$ cat src/rtl/if_stage_if.sv
// -----------------------------------------------------------------------------
// if_stage_if -- instruction-memory fetch bus between the IF stage and imem.
//
// Signals:
//   imem_req    fetch request (driven by the fetch stage)
//   imem_addr   fetch address, held stable while a request waits on ready
//   imem_ready  imem_rdata is valid for imem_addr this cycle
//   imem_rdata  fetched instruction word
//
// Modports: master = fetch stage, slave = instruction memory.
// -----------------------------------------------------------------------------
interface if_stage_if #(
  parameter int ADDR_W = 32,
  parameter int DATA_W = 32
) ();
  logic              imem_req;
  logic [ADDR_W-1:0] imem_addr;
  logic              imem_ready;
  logic [DATA_W-1:0] imem_rdata;

  modport master (output imem_req, imem_addr, input imem_ready, imem_rdata);
  modport slave  (input imem_req, imem_addr, output imem_ready, imem_rdata);
endinterface

$ cat src/rtl/if_stage.sv
// -----------------------------------------------------------------------------
// if_stage -- instruction-fetch stage: PC register, imem request handshake,
// one-entry skid buffer and the IF/ID pipeline register.
//
// Ports:
//   clk, rst_n          clock (rising edge), asynchronous active-low reset
//   i_pc_write          hazard unit PCWrite   (0 = stall)
//   i_ifid_write        hazard unit IFIDWrite (0 = stall)
//   i_ifid_flush        clear IF/ID to a bubble
//   i_redirect_valid    branch/jump taken, target on i_redirect_pc
//   imem                if_stage_if.master fetch bus
//   o_ifid_pc/_pc4      PC and PC+4 of the instruction in IF/ID
//   o_ifid_instr        instruction (0 = NOP when bubble)
//   o_ifid_valid        IF/ID holds a real instruction
//   o_fetch_busy        request outstanding without data, or draining
//
// Optional feature (macro IF_PERF_CNT_EN): adds o_perf_fetch_cnt and
// o_perf_stall_cnt, free-running 32-bit counters.
// -----------------------------------------------------------------------------
module if_stage #(
  parameter int                ADDR_W   = 32,
  parameter int                DATA_W   = 32,
  parameter logic [ADDR_W-1:0] RESET_PC = '0
) (
  input  logic              clk,
  input  logic              rst_n,
  input  logic              i_pc_write,
  input  logic              i_ifid_write,
  input  logic              i_ifid_flush,
  input  logic              i_redirect_valid,
  input  logic [ADDR_W-1:0] i_redirect_pc,
  if_stage_if.master        imem,
  output logic [ADDR_W-1:0] o_ifid_pc,
  output logic [ADDR_W-1:0] o_ifid_pc4,
  output logic [DATA_W-1:0] o_ifid_instr,
  output logic              o_ifid_valid,
`ifdef IF_PERF_CNT_EN
  output logic [31:0]       o_perf_fetch_cnt,
  output logic [31:0]       o_perf_stall_cnt,
`endif
  output logic              o_fetch_busy
);

  typedef enum logic [1:0] {S_BOOT, S_FETCH, S_DRAIN, S_HOLD} state_t;

  state_t            r_state;
  logic [ADDR_W-1:0] r_pc;
  logic [ADDR_W-1:0] r_redir_buf;   // redirect target remembered while draining
  logic [DATA_W-1:0] r_skid;        // instruction captured when a stall hit a ready cycle
  logic              r_imem_req;

  logic              w_stall;
  logic              w_load;        // a real instruction enters IF/ID this edge
  logic [DATA_W-1:0] w_load_instr;
  logic [ADDR_W-1:0] w_pc4;

  assign w_stall        = !i_pc_write || !i_ifid_write;
  assign w_pc4          = r_pc + ADDR_W'(4);   // wraps modulo 2^ADDR_W
  assign imem.imem_req  = r_imem_req;
  assign imem.imem_addr = r_pc;
  assign o_fetch_busy   = (r_state == S_DRAIN) ||
                          (r_state == S_FETCH && r_imem_req && !imem.imem_ready);

  // NOTE: every always_comb output gets a default first so no path infers a latch.
  always_comb begin
    w_load       = 1'b0;
    w_load_instr = r_skid;
    unique case (r_state)
      S_FETCH: if (imem.imem_ready && !i_redirect_valid && !w_stall) begin
        w_load       = 1'b1;
        w_load_instr = imem.imem_rdata;
      end
      S_HOLD:  w_load = !i_redirect_valid && !w_stall;
      default: ;
    endcase
  end

  // Fetch FSM: PC, skid buffer, redirect buffer and the registered request.
  // NOTE: sequential state uses non-blocking assignments so all registers
  // update from pre-edge values.
  always_ff @(posedge clk or negedge rst_n) begin
    if (!rst_n) begin
      r_state     <= S_BOOT;
      r_pc        <= RESET_PC;
      r_redir_buf <= '0;
      r_skid      <= '0;
      r_imem_req  <= 1'b0;
    end else begin
      unique case (r_state)
        S_BOOT: begin
          r_state    <= S_FETCH;
          r_imem_req <= 1'b1;
        end
        S_FETCH: begin
          if (imem.imem_ready) begin
            if (i_redirect_valid) begin
              r_pc <= i_redirect_pc;               // rdata discarded
            end else if (w_stall) begin
              r_skid     <= imem.imem_rdata;
              r_state    <= S_HOLD;
              r_imem_req <= 1'b0;
            end else begin
              r_pc <= w_pc4;
            end
          end else if (i_redirect_valid) begin
            // Address must stay put until the pending access completes.
            r_redir_buf <= i_redirect_pc;
            r_state     <= S_DRAIN;
          end
        end
        S_DRAIN: begin
          if (imem.imem_ready) begin
            r_pc    <= i_redirect_valid ? i_redirect_pc : r_redir_buf;
            r_state <= S_FETCH;
          end else if (i_redirect_valid) begin
            r_redir_buf <= i_redirect_pc;
          end
        end
        S_HOLD: begin
          if (i_redirect_valid) begin
            r_pc       <= i_redirect_pc;           // buffered instruction dropped
            r_state    <= S_FETCH;
            r_imem_req <= 1'b1;
          end else if (!w_stall) begin
            r_pc       <= w_pc4;
            r_state    <= S_FETCH;
            r_imem_req <= 1'b1;
          end
        end
        default: r_state <= S_BOOT;
      endcase
    end
  end

  // IF/ID register: flush beats everything, then IFIDWrite hold, then load/bubble.
  always_ff @(posedge clk or negedge rst_n) begin
    if (!rst_n) begin
      o_ifid_pc    <= '0;
      o_ifid_pc4   <= '0;
      o_ifid_instr <= '0;
      o_ifid_valid <= 1'b0;
    end else if (i_ifid_flush) begin
      o_ifid_instr <= '0;
      o_ifid_valid <= 1'b0;
    end else if (i_ifid_write) begin
      if (w_load) begin
        o_ifid_pc    <= r_pc;
        o_ifid_pc4   <= w_pc4;
        o_ifid_instr <= w_load_instr;
        o_ifid_valid <= 1'b1;
      end else begin
        o_ifid_instr <= '0;
        o_ifid_valid <= 1'b0;
      end
    end
  end

`ifdef IF_PERF_CNT_EN
  always_ff @(posedge clk or negedge rst_n) begin
    if (!rst_n) begin
      o_perf_fetch_cnt <= '0;
      o_perf_stall_cnt <= '0;
    end else begin
      if (w_load && i_ifid_write && !i_ifid_flush) o_perf_fetch_cnt <= o_perf_fetch_cnt + 32'd1;
      if (w_stall || o_fetch_busy)                 o_perf_stall_cnt <= o_perf_stall_cnt + 32'd1;
    end
  end
`endif

endmodule

$ cat src/flat_wrapper.sv
// flat-port wrapper written by rule: the top's interface ports become plain ports
module if_stage_flat 
#(
  parameter int                ADDR_W   = 32,
  parameter int                DATA_W   = 32,
  parameter logic [ADDR_W-1:0] RESET_PC = '0
)
  (clk, rst_n, i_pc_write, i_ifid_write, i_ifid_flush, i_redirect_valid, i_redirect_pc, o_ifid_pc, o_ifid_pc4, o_ifid_instr, o_ifid_valid, o_fetch_busy, imem_imem_req, imem_imem_addr, imem_imem_ready, imem_imem_rdata);
  if_stage_if #(.ADDR_W(ADDR_W), .DATA_W(DATA_W)) imem_i ();
  input  logic clk;
  input  logic rst_n;
  input  logic i_pc_write;
  input  logic i_ifid_write;
  input  logic i_ifid_flush;
  input  logic i_redirect_valid;
  input  logic [ADDR_W-1:0] i_redirect_pc;
  output logic [ADDR_W-1:0] o_ifid_pc;
  output logic [ADDR_W-1:0] o_ifid_pc4;
  output logic [DATA_W-1:0] o_ifid_instr;
  output logic o_ifid_valid;
  output logic o_fetch_busy;
  output wire logic [$bits(imem_i.imem_req)-1:0] imem_imem_req;
  output wire logic [$bits(imem_i.imem_addr)-1:0] imem_imem_addr;
  input wire logic [$bits(imem_i.imem_ready)-1:0] imem_imem_ready;
  input wire logic [$bits(imem_i.imem_rdata)-1:0] imem_imem_rdata;
  assign imem_imem_req = imem_i.imem_req;
  assign imem_imem_addr = imem_i.imem_addr;
  assign imem_i.imem_ready = imem_imem_ready;
  assign imem_i.imem_rdata = imem_imem_rdata;
  if_stage #(.ADDR_W(ADDR_W), .DATA_W(DATA_W), .RESET_PC(RESET_PC)) u_core (.clk(clk), .rst_n(rst_n), .i_pc_write(i_pc_write), .i_ifid_write(i_ifid_write), .i_ifid_flush(i_ifid_flush), .i_redirect_valid(i_redirect_valid), .i_redirect_pc(i_redirect_pc), .imem(imem_i), .o_ifid_pc(o_ifid_pc), .o_ifid_pc4(o_ifid_pc4), .o_ifid_instr(o_ifid_instr), .o_ifid_valid(o_ifid_valid), .o_fetch_busy(o_fetch_busy));
endmodule
$ cat config.mk
export PLATFORM = sky130hd
export DESIGN_NAME = if_stage_flat
export DESIGN_NICKNAME = d
export VERILOG_FILES = /design/src/rtl/if_stage_if.sv /design/src/rtl/if_stage.sv /design/src/flat_wrapper.sv
export SDC_FILE = /design/constraint.sdc
export NUM_CORES = 1
export LEC_CHECK = 0
export CAP_MARGIN = 20
export CORE_AREA = 2 2 102 202
export CTS_BUF_LIST = sky130_fd_sc_hd__clkbuf_4
export DETAILED_ROUTE_END_ITERATION = 7
export DIE_AREA = 0 0 104 204
export PLACE_DENSITY = 0.78
export RECOVER_POWER = 50
export SLEW_MARGIN = 15
export SYNTH_ARGS = -nofsm -noshare
export SYNTH_HDL_FRONTEND = slang
export SYNTH_SLANG_ARGS = --single-unit
$ cat constraint.sdc
create_clock -name clk -period 2 [get_ports clk]
set_input_delay 0.2 -clock clk [delete_from_list [all_inputs] [get_ports clk]]
set_output_delay 0.2 -clock clk [all_outputs]
set_load 0.01 [all_outputs]
* Word-level counts from Yosys, hierarchy flattened *
Cells that the tools add are included.

storage, ports and cells
  ROM bits = 0
  memories kept = 0
  bits of input ports = 71
  logic and storage cells = 77
  output and inout bits = 131
  memory bits (writable) = 0
  register bits = 196
  latch bits = 0

operators by class
  bitwise gates (word level) = 3
  reductions and logical operators = 23
  multiplexer cells = 30
  add/sub/neg operators = 1
  shift-type cells = 0
  order comparisons = 0
  $mul = 0
  equality and inequality tests = 11
  div/mod/pow operators = 0

operators by type and width
  operator               number
  $mux 32                10
  $pmux 32 s3            1
  $add 32x3->32 const B  1
  $mux 2                 7
  $reduce_and 5->1       2
  $mux 1                 9
  $ne 3x3->1 const B     3
  $pmux 2 s4             1
  $ne 2x2->1 const B     3
  $reduce_and 3->1       2
  $reduce_bool 3->1      2
  $logic_and 1x1->1      5
  $logic_not 1->1        5
  $eq 2x2->1 const B     2
  $reduce_and 4->1       1
  $ne 3x2->1 const B     1
  $not 1->1              3
  $pmux 1 s3             1
  $eq 2x1->1 const B     1
  $logic_not 2->1        1
  $logic_or 1x1->1       2
  $ne 2x1->1 const B     1
  $pmux 1 s2             1
  $reduce_and 2->1       1
  2 further kinds        2

* Longest topological paths before layout *
Gate-level depths: netlist of the first run.

  depth in word-level cells = 9
  depth in mapped cells = 10
  depth with buffers taken out = 7

* Worst setup path before layout of the first run *
Ideal clock, no wire load.

  path type = flip-flop to flip-flop
  start = register u_core.r_state[1]
  end = register u_core.o_ifid_pc4[29]
  required time = 1871 ps
  stages on the path, launching flop included = 11
  library setup time = 129 ps
  data arrival time = 1783 ps
  period minus slack after synthesis = 1912 ps
  path slack = 88 ps
  path buffers = 4
  cells stage by stage = dfrtp_1 > inv_1 > ha_1 > buf_4 > a21oi_1 > or4_1 > buf_2 > buf_6 > buf_6 > nand2_1 > o21ai_1

between the ends
  cells in the longest elaborated chain, start to end = 3
  elaborated cells between the ends (all ways) = 4
  those cells by class = eq/ne (2); mux (1); reduce/logical (1)

RTL lines
  item                                             RTL line         RTL
  from (decl)                                      if_stage.sv:46   state_t r_state;
  from (signal assigned)                           if_stage.sv:83   r_state <= S_BOOT;
  from (signal assigned)                           if_stage.sv:91   r_state <= S_FETCH;
  from (signal assigned)                           if_stage.sv:100  r_state <= S_HOLD;
  $eq 2x2->1 / $eq 2x1->1 (equally long branches)  if_stage.sv:68   unique case (r_state)
  $pmux 1 s2 *                                     if_stage.sv:68
  $reduce_and 3->1 (no source line) *              --
  to (signal assigned)                             if_stage.sv:148  o_ifid_pc4 <= w_pc4;
  to (decl)                                        if_stage.sv:34   output logic [ADDR_W-1:0] o_ifid_pc4,

Every way passes the cells marked *; elsewhere a longest branch is shown, timed or not.
A chain may end at the register's enable or synchronous reset.

* Worst setup path after layout of the first run *
  start = register u_core.r_state[1]
  end = output port o_fetch_busy

between the ends
  cells in the longest elaborated chain, start to end = 4
  elaborated cells between the ends (all ways) = 5
  those cells by class = eq/ne (2); reduce/logical (3)

RTL lines
  item                            RTL line            RTL
  $eq 2x1->1                      if_stage.sv:62      (r_state == S_FETCH && r_imem_req && !imem.imem_ready);
  $logic_and 1x1->1 (2 in a row)  if_stage.sv:62
  $logic_or 1x1->1 *              if_stage.sv:61      assign o_fetch_busy = (r_state == S_DRAIN) ||
  to (decl)                       flat_wrapper.sv:21  output logic o_fetch_busy;

Marks and branches as above.

==> flow_summary.ini, run 1 <==
[outcome]
status = finished clean

[route]
via_per_inst = 5.429
wirelength_microns = 26810
via_count = 7704
drc_errors = 0
wire_per_inst_microns = 18.89
drt_pre_antenna_iters = 7
ant_nets = 0
drt_iter0_markers = 415

[timing]
slew_viol_final = 0
finalHoldViolCount = 0
tightest_slew_ns = 1.245
maxSlewHeadroom = 0.1697
postLayoutSetupSlackWorst_ns = 0.05621
setup_viol = 0
holdWs_ns = 0.1113
finalCritPeriodShare = 0.9719
fin_skew_ns = 0.02381
rsz0062_at_grt = true
final.min_clock_period_ns = 1.944
tns_ns = 0
clock.fmax_mhz = 514.5

[finish]
layout.cells.non_filler = 1419
drive_above_1_share = 0.1864
nets = 1211
area_growth_pct = 32.42
design_area_sq_um = 12220

[global_route]
antenna_found_initial = 9
gr-usage-all-layers = 0.2549
grt_pass1_vias = 7933
grt_max_degree = 69
grt_overflow = 0
grt_pass1_wl_microns = 41900

[place]
dp.cells = 1358
pre_cts_ws_ns = -0.03489
gp_congestion = 0.8766
portBuffers = 201
post-dp-hpwl_microns = 19780
place_area_sq_um = 11860

[floorplan]
dieWidth_microns = 104
rows = 73
die_height_microns = 204
fp.coreArea_sq_um = 19730
die-area_sq_um = 21220
io_pins = 202
start_util = 0.4678

[power]
p_leak_nw = 5.275
vdd_drop_max_mv = 0.6390
powerDensity_nw_per_um2 = 1337

[job]
maxCapViolCount = 0

[logic_synthesis]
synth-async-reset-ratio = 1.000
synth.avg_cell_area_sq_um = 10.23
synth-warning-count = 0
yosysUniqueCellTypes = 59
synth_area_sq_um = 9229
synth_flop_cell = dfrtp_1
ys_seq_area_frac = 0.5260
synth_edf_count = 0
syn_nets = 978
synthCells = 902
ys_seq_elements = 194

[clock_network]
cts.htree.levels = 4
cts_sinks = 194
clkTransAtPathRegs_ns = 0.16
cts_tree = built
insertion_delay_ns = 0.59
clockBufferDepth = 2
cts_made_buffers = 17
cts-root-buf = clkbuf_4

[critical_path]
cp-end-kind = primary output
path_class = reg2out
arrival_ns = 1.74
start_kind = flip-flop
ff2ff_path_depth = 8
cp_data_required_time_ns = 1.80
cp_max_fo = 8

[hold_path]
min_path_type = in2async
==> power by group <==
| group | switching (W) | total, W | leakage [nW] | internal (W) |
|---|---|---|---|---|
| logic | 0.00366 | 0.00777 | 2.70 | 0.00411 |
| registers | 0.00104 | 0.00656 | 2.43 | 0.00552 |
| clock network | 0.00135 | 0.00201 | 0.141 | 0.000663 |
==> state kept, by name (all words and copies together) (netlist names) <==
name and count:
u_core.imem.imem_addr 32, u_core.o_ifid_instr 32, u_core.o_ifid_pc4 32, u_core.r_redir_buf 32
u_core.r_skid 32, u_core.o_ifid_pc 30, u_core.r_state 2, u_core.imem.imem_req 1
u_core.o_ifid_valid 1
==> per-stage QoR <==
| stage | total power, W | util |
|---|---|---|
| 2_1_floorplan | 0.01038 | - |
| 3_3_place_gp | 0.01392 | 0.6010 |
| 4_1_cts | 0.01633 | 0.6194 |
| 6_report | 0.01634 | 0.6194 |
| 3_5_place_dp | 0.01416 | 0.6010 |
| 5_1_grt | 0.01735 | 0.6194 |
==> per-layer routing <==
layer  part of all wire  wire length (microns)  track usage  vias to the layer above
li1                   -                      -            -                     3586
met1               0.35                   9467       0.2628                     3791
met2               0.55                  14660       0.4608                      253
met3              0.036                    957      0.03667                       74
met4              0.064                   1717       0.1955                        0
met5                  0                      0            0                        -
==> cells in the mapped netlist (7+ instances only) <==
cell | instances | area [sq um]
xnor2_1 | 21 | 183.9
nor2_1 | 26 | 97.59
o21ai_1 | 34 | 170.2
xor2_1 | 7 | 61.31
buf_2 | 34 | 170.2
a21oi_1 | 32 | 160.2
o2bb2ai_1 | 13 | 113.9
o21ai_0 | 65 | 325.3
and3_1 | 25 | 156.4
dfrtp_1 | 194 | 4855
nand4_1 | 11 | 68.82
o22ai_1 | 7 | 43.79
nand2_1 | 202 | 758.2
mux2_2 | 65 | 732.0
inv_1 | 13 | 48.80
clkbuf_1 | 19 | 71.32
mux2i_1 | 34 | 340.3
==> area by class of cell <==
| class | instances | area (sq um) |
|---|---|---|
| Fill cell | 1663 | 7508 |
| Multi-Input combinational cell | 625 | 3986 |
| Timing Repair Buffer | 284 | 2710 |
| Inverter | 13 | 48.80 |
| Tap cell | 262 | 327.8 |
| Sequential cell | 194 | 4863 |
| Clock inverter | 12 | 111.4 |
| Antenna cell | 9 | 22.52 |
| Clock buffer | 20 | 150.1 |
==> cell families (layout without fill, tap and decap cells) <==
| kind of cell | count (synthesis) | in the layout | share of synthesized area |
|---|---|---|---|
| simple gates | 305 | 305 | 0.1581 |
| xor+xnor | 28 | 28 | 0.02657 |
| other cells | 0 | 9 | 0 |
| buf+inv | 83 | 329 | 0.04487 |
| compound gates | 188 | 188 | 0.1215 |
| flops | 194 | 194 | 0.5260 |
| fa+ha+maj | 5 | 5 | 0.006779 |
| mux | 99 | 99 | 0.1162 |
==> placed cells by master, fill, tap and decap left out, types with 5 or more instances in the layout <==
| master | netlist | layout |
|---|---|---|
| nand2_1 | 202 | 202 |
| clkdlybuf4s50_1 | 0 | 197 |
| dfrtp_1 | 194 | 187 |
| o21ai_0 | 65 | 65 |
| mux2_2 | 65 | 65 |
| buf_4 | 5 | 64 |
| mux2i_1 | 34 | 34 |
| o21ai_1 | 34 | 34 |
| a21oi_1 | 32 | 32 |
| nor2_1 | 26 | 25 |
| and3_1 | 25 | 25 |
| clkbuf_4 | 0 | 22 |
| xnor2_1 | 21 | 21 |
| o2bb2ai_1 | 13 | 13 |
| nand4_1 | 11 | 12 |
| inv_1 | 13 | 11 |
| diode_2 | 0 | 9 |
| xor2_1 | 7 | 7 |
| o22ai_1 | 7 | 7 |
| buf_12 | 0 | 7 |
| dfrtp_2 | 0 | 7 |
| nand3_1 | 6 | 6 |
| a221oi_1 | 6 | 6 |
| o21ai_2 | 6 | 6 |
| nor3_1 | 5 | 5 |
| a31oi_1 | 5 | 5 |
| clkinv_4 | 0 | 5 |
==> worst max-delay path, cell delays in order (launching register included) <==
cell	delay [ns]
dfrtp_2	0.45
inv_2	0.05
ha_1	0.21
buf_6	0.15
a31o_2	0.20
buf_6	0.12
==> final timing paths <==
kind                       slack (ns)                             from                                     to
max                              0.06    u_core.r_state[1]$_DFFE_PN0P_                           o_fetch_busy
min                              0.11                            rst_n          u_core.r_skid[12]$_DFFE_PN0P_
max reg2reg                      0.08    u_core.r_state[1]$_DFFE_PN0P_  u_core.imem.imem_addr[18]$_DFFE_PN0P_
min reg2reg                      0.49  u_core.o_ifid_pc[3]$_DFFE_PN0P_        u_core.o_ifid_pc[3]$_DFFE_PN0P_
max in group asynchronous        0.31                            rst_n          u_core.r_skid[16]$_DFFE_PN0P_
min in group clk                 0.23                 i_redirect_valid       u_core.o_ifid_pc[30]$_DFFE_PN0P_
==> what timing repair did <==
| item | 4_1_cts | 5_1_grt |
|---|---|---|
| setup endpoints to repair | 11 | 17 |
| hold buffers | 1 | 0 |
| resized for setup | 12 | 9 |
| pin swaps | 0 | 3 |
| buffers inserted | 10 | 9 |
| hold endpoints to repair | 94 | 0 |
(Power assumes the default switching activity.)
==> run 2: changes to the inputs <==
RECOVER_POWER = not set   (was 50)
==> flow_summary.ini, run 2 (synthesis results as in run 1) <==
[floorplan]
die-area_sq_um = 21220
die_height_microns = 204
rows = 73
dieWidth_microns = 104
start_util = 0.4678
io_pins = 202
fp.coreArea_sq_um = 19730

[power]
pwr-share-seq = 0.400
powerDensity_nw_per_um2 = 1330
combPwrFrac = 0.477
p_sw_frac = 0.3691
finalPower_w = 0.01639
vdd_drop_max_mv = 0.6385
pwr-share-clk = 0.123
p_leak_nw = 5.335
p_int_w = 0.01034
p_sw_w = 0.006051

[place]
portBuffers = 201
gp_congestion = 0.8766
post-dp-hpwl_microns = 19780

[route]
via_count = 7670
wirelength_microns = 26720
drt_pre_antenna_iters = 5
wire_per_inst_microns = 18.83
drt_iter0_markers = 366
drc_errors = 0
ant_nets = 0
via_per_inst = 5.405

[global_route]
grt_max_degree = 69
gr-usage-all-layers = 0.2549
grt_use_met2 = 0.4608
top_usage_layer = met2
grtUsageMet3 = 0.03667
grt_pass1_wl_microns = 41900
grt_overflow = 0
grtUsageMet1 = 0.2628
antenna_found_initial = 9
grt_pass1_vias = 7933

[critical_path]
cp_max_fo = 9
start_kind = flip-flop
cp_data_required_time_ns = 1.80
reg2reg_from = u_core.r_state[1]$_DFFE_PN0P_
path_class = reg2out
crit_start = u_core.imem.imem_addr[2]$_DFFE_PN0P_
arrival_ns = 1.74
cp-end-kind = primary output

[timing]
setup_viol = 0
clock.fmax_mhz = 514.6
fin_skew_ns = 0.02455
holdWs_ns = 0.1249
slew_viol_final = 0
finalCritPeriodShare = 0.9716
rsz0062_at_grt = true
finalHoldViolCount = 0
tightest_slew_ns = 0.5857
maxSlewHeadroom = 0.6095
final.min_clock_period_ns = 1.943

[outcome]
status = finished clean

[hold_path]
min_path_type = in2async

[clock_network]
clockBufferDepth = 2
insertion_delay_ns = 0.59
cts_tree = built
cts-root-buf = clkbuf_4
clkTransAtPathRegs_ns = 0.16
cts_sinks = 194
cts.htree.levels = 4
cts_made_buffers = 17

[finish]
drive_above_1_share = 0.1916
area_growth_pct = 33.60
n_fill_cell = 1647
final_cell_mix = nand2_1 (202), clkdlybuf4s50_1 (197), dfrtp_1 (187)
multi_input_area_sq_um = 3995
nets = 1211
final_common_cell = nand2_1
seqCellArea_sq_um = 4863

[job]
maxCapViolCount = 0
-- run 2: changes by cell type in the layout (fill, tap and decap cells not counted), sizes merged --
cell           delta
clkbuf            -9
dlymetal6s2s      +1
buf               +9
clkdlybuf4s25     -1
-- run 2: power by group through the flow --
stage | Combinational, W | Sequential (W) | Clock (W)
4_1_cts | 0.00771 | 0.00655 | 0.00207
5_1_grt | 0.00843 | 0.00675 | 0.00223
6_report | 0.00783 | 0.00656 | 0.00201
3_3_place_gp | 0.00729 | 0.00663 | 0
2_1_floorplan | 0.00349 | 0.00689 | 0
3_5_place_dp | 0.00746 | 0.00671 | 0
-- run 2: path summary, 6_finish.rpt --
| path | slack [ns] | cells past startpoint | endpoint |
|---|---|---|---|
| worst max-delay path | 0.06 | 2 | imem_imem_addr[2] |
| min in group clk | 0.22 | 5 | u_core.o_ifid_pc[30]$_DFFE_PN0P_ |
| worst min-delay path | 0.12 | 2 | u_core.r_skid[12]$_DFFE_PN0P_ |
| worst max register to register | 0.10 | 7 | u_core.o_ifid_pc4[27]$_DFFE_PN0P_ |
| worst min register to register | 0.49 | 2 | u_core.o_ifid_pc[3]$_DFFE_PN0P_ |
| max in group asynchronous | 1.20 | 3 | u_core.r_skid[31]$_DFFE_PN0P_ |
-- run 2: repair_timing --
action,in CTS,in global routing
hold buffers,1,0
setup endpoints to repair,11,17
setup buffers,10,9
endpoints found under the hold margin,94,0
pin swaps,0,3
cloned,0,0
gates resized for setup,12,9
-- run 2: routing by layer --
layer / vias to the layer above / share of wire
met5: - / 0
met4: 0 / 0.068
met3: 83 / 0.038
met2: 261 / 0.54
met1: 3740 / 0.35
li1: 3586 / -
-- run 2: worst max-delay path, stage by stage, from the launching register on --
cell and delay [ns]:
dfrtp_1 0.39, buf_4 0.21, clkdlybuf4s50_1 0.56
-- run 2: cell type report --
class | instances | area share
Timing Repair Buffer | 284 | 0.2279
Inverter | 13 | 0.003958
Clock buffer | 20 | 0.01218
Multi-Input combinational cell | 625 | 0.3240
Clock inverter | 12 | 0.009032
Sequential cell | 194 | 0.3945
Tap cell | 262 | 0.02659
Antenna cell | 9 | 0.001827
-- run 2: metrics by stage --
| step | setup TNS (ns) | utilization | setup WS, ns | area, sq um | std cells |
|---|---|---|---|---|---|
| 2_1_floorplan | 0 | - | 0.08755 | 9229 | 902 |
| 3_3_place_gp | 0 | 0.6010 | 0.006456 | 11860 | 1358 |
| 3_5_place_dp | -0.1793 | 0.6010 | -0.03489 | 11860 | 1358 |
| 4_1_cts | 0 | 0.6194 | 0.002965 | 12220 | 1401 |
| 5_1_grt | -0.03009 | 0.6249 | -0.03008 | 12330 | 1419 |
| 6_report | 0 | 0.6249 | 0.05682 | 12330 | 1419 |
